===== config.mk =====
export PLATFORM = sky130hd
export DESIGN_NAME = reg_file_sb
export DESIGN_NICKNAME = d
export VERILOG_FILES = /design/src/rtl/reg_file_pkg.sv /design/src/rtl/rf_scoreboard.sv /design/src/rtl/reg_file_sb.sv
export SDC_FILE = /design/constraint.sdc
export NUM_CORES = 2
export LEC_CHECK = 0
export BUFFER_PORTS_ARGS = -buffer_cell sky130_fd_sc_hd__buf_2
export CORE_MARGIN = 5
export CORE_UTILIZATION = 38
export DETAILED_ROUTE_END_ITERATION = 8
export PLACE_DENSITY = 0.71
export SYNTH_ARGS = -nofsm -noshare
export SYNTH_HDL_FRONTEND = slang
export SYNTH_SLANG_ARGS = --single-unit
export TNS_END_PERCENT = 20

===== constraint.sdc =====
create_clock -name clk -period 2.4 [get_ports clk]
set_clock_uncertainty 0.05 [all_clocks]
set_input_delay 0.24 -clock clk [delete_from_list [all_inputs] [get_ports clk]]
set_output_delay 0.24 -clock clk [all_outputs]
set_load 0.01 [all_outputs]

===== src/rtl/reg_file_pkg.sv =====
// reg_file_pkg: shared defaults and sizing helpers for the scoreboarded register file.
package reg_file_pkg;
  localparam int DATA_W_DEF  = 32;
  localparam int ADDR_W_DEF  = 4;
  localparam int NUM_RD_DEF  = 2;
  localparam int ZERO_R0_DEF = 0;
  localparam int RD_ADDR_W_DEF = NUM_RD_DEF * ADDR_W_DEF;
  localparam int RD_DATA_W_DEF = NUM_RD_DEF * DATA_W_DEF;
  function automatic int depth_of(input int aw);
    return 1 << aw;
  endfunction
endpackage


===== src/rtl/rf_scoreboard.sv =====
// rf_scoreboard: per-register pending-load bits, ALU write qualification and hazard error pulse.
module rf_scoreboard import reg_file_pkg::*; #(
  parameter int ADDR_W  = ADDR_W_DEF,
  parameter int ZERO_R0 = ZERO_R0_DEF,
  localparam int DEPTH  = depth_of(ADDR_W)
) (
  input  logic              clk,
  input  logic              rst_n,
  input  logic              wr_en,
  input  logic [ADDR_W-1:0] wr_addr,
  input  logic              ld_issue,
  input  logic [ADDR_W-1:0] ld_addr,
  input  logic              ld_ret_valid,
  input  logic [ADDR_W-1:0] ld_ret_addr,
  output logic [DEPTH-1:0]  busy_vec,
  output logic              wr_ok,
  output logic              err
);
  logic [DEPTH-1:0] busy_q, busy_d;
  logic err_q, err_d, ret_hit_wr, ret_hit_ld;
  function automatic logic is_r0(input logic [ADDR_W-1:0] a);
    return ZERO_R0 != 0 && a == '0;
  endfunction
  always_comb begin
    ret_hit_wr = ld_ret_valid && ld_ret_addr == wr_addr;
    ret_hit_ld = ld_ret_valid && ld_ret_addr == ld_addr;
    wr_ok = wr_en && !busy_q[wr_addr] && !ret_hit_wr && !is_r0(wr_addr);
    err_d = (wr_en && (busy_q[wr_addr] || ret_hit_wr) && !is_r0(wr_addr))
         || (ld_issue && busy_q[ld_addr] && !ret_hit_ld && !is_r0(ld_addr))
         || (ld_ret_valid && !busy_q[ld_ret_addr] && !is_r0(ld_ret_addr));
    busy_d = busy_q;
    // an issue in the same cycle as a return re-arms the bit, so set follows clear
    if (ld_ret_valid) busy_d[ld_ret_addr] = 1'b0;
    if (ld_issue) busy_d[ld_addr] = 1'b1;
    if (ZERO_R0 != 0) busy_d[0] = 1'b0;
  end
  always_ff @(posedge clk) begin
    if (!rst_n) begin
      busy_q <= '0;
      err_q  <= 1'b0;
    end else begin
      busy_q <= busy_d;
      err_q  <= err_d;
    end
  end
  assign busy_vec = busy_q;
  assign err      = err_q;
endmodule


===== src/rtl/reg_file_sb.sv =====
// reg_file_sb: multi-port register file with write bypass and a load scoreboard.
module reg_file_sb import reg_file_pkg::*; #(
  parameter int DATA_W  = DATA_W_DEF,
  parameter int ADDR_W  = ADDR_W_DEF,
  parameter int NUM_RD  = NUM_RD_DEF,
  parameter int ZERO_R0 = ZERO_R0_DEF,
  localparam int DEPTH  = depth_of(ADDR_W)
) (
  input  logic                     clk,
  input  logic                     rst_n,
  input  logic                     wr_en,
  input  logic [ADDR_W-1:0]        wr_addr,
  input  logic [DATA_W-1:0]        wr_data,
  input  logic                     ld_issue,
  input  logic [ADDR_W-1:0]        ld_addr,
  input  logic                     ld_ret_valid,
  input  logic [ADDR_W-1:0]        ld_ret_addr,
  input  logic [DATA_W-1:0]        ld_ret_data,
  input  logic [NUM_RD*ADDR_W-1:0] rd_addr,
  output logic [NUM_RD*DATA_W-1:0] rd_data,
  output logic [NUM_RD-1:0]        rd_busy,
  output logic                     stall,
  output logic [DEPTH-1:0]         busy_vec,
  output logic [DEPTH*DATA_W-1:0]  regs_flat,
  output logic                     err
);
  logic [DATA_W-1:0] regs_q [DEPTH];
  logic [DATA_W-1:0] regs_d [DEPTH];
  logic wr_ok;
  rf_scoreboard #(.ADDR_W(ADDR_W), .ZERO_R0(ZERO_R0)) u_sb (
    .clk(clk), .rst_n(rst_n), .wr_en(wr_en), .wr_addr(wr_addr),
    .ld_issue(ld_issue), .ld_addr(ld_addr), .ld_ret_valid(ld_ret_valid),
    .ld_ret_addr(ld_ret_addr), .busy_vec(busy_vec), .wr_ok(wr_ok), .err(err)
  );
  always_comb begin
    regs_d = regs_q;
    if (ld_ret_valid) regs_d[ld_ret_addr] = ld_ret_data;
    if (wr_ok) regs_d[wr_addr] = wr_data;
    if (ZERO_R0 != 0) regs_d[0] = '0;
  end
  always_ff @(posedge clk) begin
    if (!rst_n) regs_q <= '{default: '0};
    else regs_q <= regs_d;
  end
  for (genvar k = 0; k < NUM_RD; k++) begin : g_rd
    logic [ADDR_W-1:0] a;
    logic ret_hit;
    assign a       = rd_addr[k*ADDR_W +: ADDR_W];
    assign ret_hit = ld_ret_valid && ld_ret_addr == a;
    assign rd_data[k*DATA_W +: DATA_W] = (ZERO_R0 != 0 && a == '0) ? '0
                                       : ret_hit ? ld_ret_data
                                       : (wr_ok && wr_addr == a) ? wr_data : regs_q[a];
    assign rd_busy[k] = busy_vec[a] && !ret_hit;
  end
  for (genvar i = 0; i < DEPTH; i++) begin : g_flat
    assign regs_flat[i*DATA_W +: DATA_W] = regs_q[i];
  end
  assign stall = |rd_busy;
endmodule


==> impl_metrics.py <==
metrics = {
    "setup_path": {
        "worst_r2r_endpoint": "regs_flat[402]",
        "path_class": "reg -> out",
        "endpoint_kind": "output pin",
        "arrival_ns": 3.01,
        "worstPathRequired_ns": 2.11,
        "reg2regPathDepth": 8,
        "start_kind": "flip-flop",
        "critPathMaxFanout": 8,
        "timing.reg2reg.setup_slack_ns": 0.23,
        "r2r-start": "u_sb.busy_vec[15]",
    },
    "floorplan": {
        "start_util": 0.384,
        "row_count": 109,
        "core_area_um2": 88600,
        "die_w_um": 309,
        "ioPinCount": 685,
        "die_h_um": 309,
        "die_area_um2": 95600,
    },
    "logic_synthesis": {
        "synth.largest_area_cell": "dfxtp_1",
        "synth_top_area_frac": 0.311,
        "yosysWarnings": 0,
        "synth_area_um2": 34000,
        "avgSynthCellArea_um2": 10.5,
        "yosys-top-cells-area": "dfxtp_1 (31%), mux4_2 (23%), mux2i_1 (8.6%), o211a_1 (7.5%), mux2_2 (6.6%)",
        "synthArstFlopShare": 0,
        "synth_seq_cells": 529,
        "yosysSeqAreaShare": 0.311,
        "yosysUniqueCellTypes": 43,
        "synthCells": 3254,
        "synth_ff_type": "dfxtp_1",
        "synth-edff-count": 0,
        "mappedNetlistNets": 3343,
    },
    "place": {
        "hpwl_mm": 127,
        "place_congestion": 1.02,
        "post-place-ws_ns": -0.380,
        "port_buffers": 684,
    },
    "finish": {
        "layout_common_cells": "buf_2 (677), dfxtp_1 (525), mux4_2 (344), nand3_1 (325), nand2_1 (301)",
        "final_common_cell": "buf_2",
        "area_delta_synth_final_pct": 25.9,
        "drive_above_1_share": 0.425,
        "postLayoutCoreUtil": 0.483,
        "n_fill_cell": 8166,
        "final_nets": 3938,
    },
    "outcome": {
        "violations": "negative setup slack",
        "status": "finished with violations",
    },
    "global_route": {
        "track_usage": 0.341,
        "grt_pass1_wl_mm": 238,
        "grt_pass1_vias": 30600,
        "grt.overflow.total": 0,
        "grt_antenna_before_repair": 11,
        "grt_max_degree": 57,
    },
    "sta": {
        "rsz0062_at_grt": "true",
        "hold_violations": 0,
        "slew_viol_final": 0,
        "hold_slack_ns": 0.0523,
        "fmax_mhz": 303,
        "worst_pin_slew_ns": 0.644,
        "period_share": 1.38,
        "worst_slack_ns": -0.901,
        "fin_tns_setup_ns": -50.93,
        "setup_viol": 67,
        "relSlewSlack": 0.571,
        "min_period_ns": 3.30,
    },
    "routing": {
        "route.top_layer_used": "met5",
        "drt-total-wl_mm": 172,
        "drtPass1Iterations": 6,
        "dr_wl_met3_mm": 25.2,
        "m1WireLength_mm": 65.3,
        "num_vias": 33400,
        "drc_errors": 0,
        "postRouteAntennaNets": 0,
        "wl_met2_mm": 72.6,
        "viasPerCell": 6.58,
        "drtIter0Drc": 4916,
        "wire_per_inst_um": 33.9,
    },
    "power_and_ir_drop": {
        "leakage_nw": 22.0,
        "p_per_area_nw_per_um2": 545,
        "finalPower_mw": 23.3,
        "peakVddDrop_uv": 603,
    },
    "worst_hold_path": {
        "holdPathStages": 2,
        "hold_path.startpoint": "wr_data[31]",
        "hold_path_class": "in -> reg",
        "holdPathEnd": "regs_flat[351]",
    },
    "clock_tree": {
        "path_clk_slew_ns": 0.07,
        "worstSkewPairLatency_ns": 0.64,
        "cts_max_path_buffers": 3,
        "cts_made_buffers": 60,
        "clock-root-buffer": "clkbuf_16",
        "clock_sinks": 529,
        "cts_tree": "done",
        "cts.htree.levels": 2,
    },
    "run": {
        "drv_cap": 0,
    },
}
==> kinds of logic after synthesis <==
kind of cell    count (synthesis)  share of synthesized area
mux                           893                      0.399
simple gates                  773                      0.104
compound gates                607                      0.129
flops                         529                      0.311
buf+inv                       429                     0.0505
xor+xnor                       23                    0.00592
==> worst max path at each step <==
stage	start	end	slack, ns	depth (start not counted)
floorplan	rd_addr[4]	rd_data[32]	-0.01	7
global placement	wr_addr[1]	rd_data[14]	-0.34	10
detailed placement	wr_addr[1]	rd_data[6]	-0.38	10
CTS	u_sb.busy_vec[11]	rd_data[18]	-0.85	10
global route	u_sb.busy_vec[10]	rd_data[19]	-0.99	10
finish	u_sb.busy_vec[8]	rd_data[18]	-0.90	10
==> routing by layer <==
layer | global-route usage | vias up
met5 | 0 | -
met4 | 0.121 | 8
met3 | 0.123 | 463
met2 | 0.505 | 2545
met1 | 0.463 | 16800
li1 | - | 13600
==> sequential cells by signal, summed over array words and instances (netlist names) <==
register       count
regs_flat        512
u_sb.busy_vec     16
u_sb.err           1
==> synthesized netlist by cell type (2+ instances only) <==
cell      count
dfxtp_1     529
mux4_2      344
nand3_1     327
nand2_1     317
clkbuf_1    303
mux2i_1     291
o211a_1     256
o21ai_1     256
mux2_2      198
nor2_1       77
buf_1        75
a21oi_1      64
mux2_1       60
buf_2        41
xor2_1       20
o21ai_0      11
a21boi_0      8
nor2b_1       8
buf_6         7
nand2b_1      7
a22oi_1       6
and2_1        5
nor3_1        5
and3_1        4
nor4_4        4
nand3b_1      3
nor3b_1       3
xnor2_1       3
inv_1         2
nand4_1       2
nor4_1        2
nor4b_4       2
o21ai_4       2
or2_1         2
or3_1         2
==> power breakdown <==
group	switching [mW]	internal (mW)	total, mW
combinational	2.37	1.62	3.99
clock	4.14	5.84	9.98
sequential	0.339	9.03	9.37
==> critical path, cell delays in order (launching register included) <==
cell and delay (ns):
dfxtp_1 0.32, mux4_2 0.46, mux2_4 0.31, nor4b_4 0.24, buf_4 0.17, o21ai_4 0.06, buf_6 0.15, buf_12 0.16
mux2i_1 0.22, a21oi_1 0.10, buf_2 0.15
==> layout make-up <==
cell class                 instances  area, um2  share of cell area
timing repair buffer             960       6720               0.157
clock inverter                    33        433              0.0101
tap                             1165       1460              0.0340
antenna                           10       25.0            0.000584
clock buffer                      75       1680              0.0392
multi-input combinational       2296      21900               0.511
sequential                       529      10600               0.247
inverter                           2       7.51            0.000175
==> through the flow <==
| step | area [um2] | std cells |
|---|---|---|
| 6_report | 42800 | 5070 |
| 5_1_grt | 42800 | 5062 |
| 4_1_cts | 42800 | 5058 |
| 3_5_place_dp | 40500 | 4938 |
| 3_3_place_gp | 40500 | 4938 |
| 2_1_floorplan | 34100 | 3254 |
==> timing repair <==
action                                  CTS  global route
pin swaps                                36            23
buffers inserted                          5             2
cloned                                    1             0
hold buffers                              6             0
endpoints found under the hold margin    28             0
gates resized for setup                  15             4
endpoints found under the setup margin   67            67
Power figures use the tool's default switching activity.
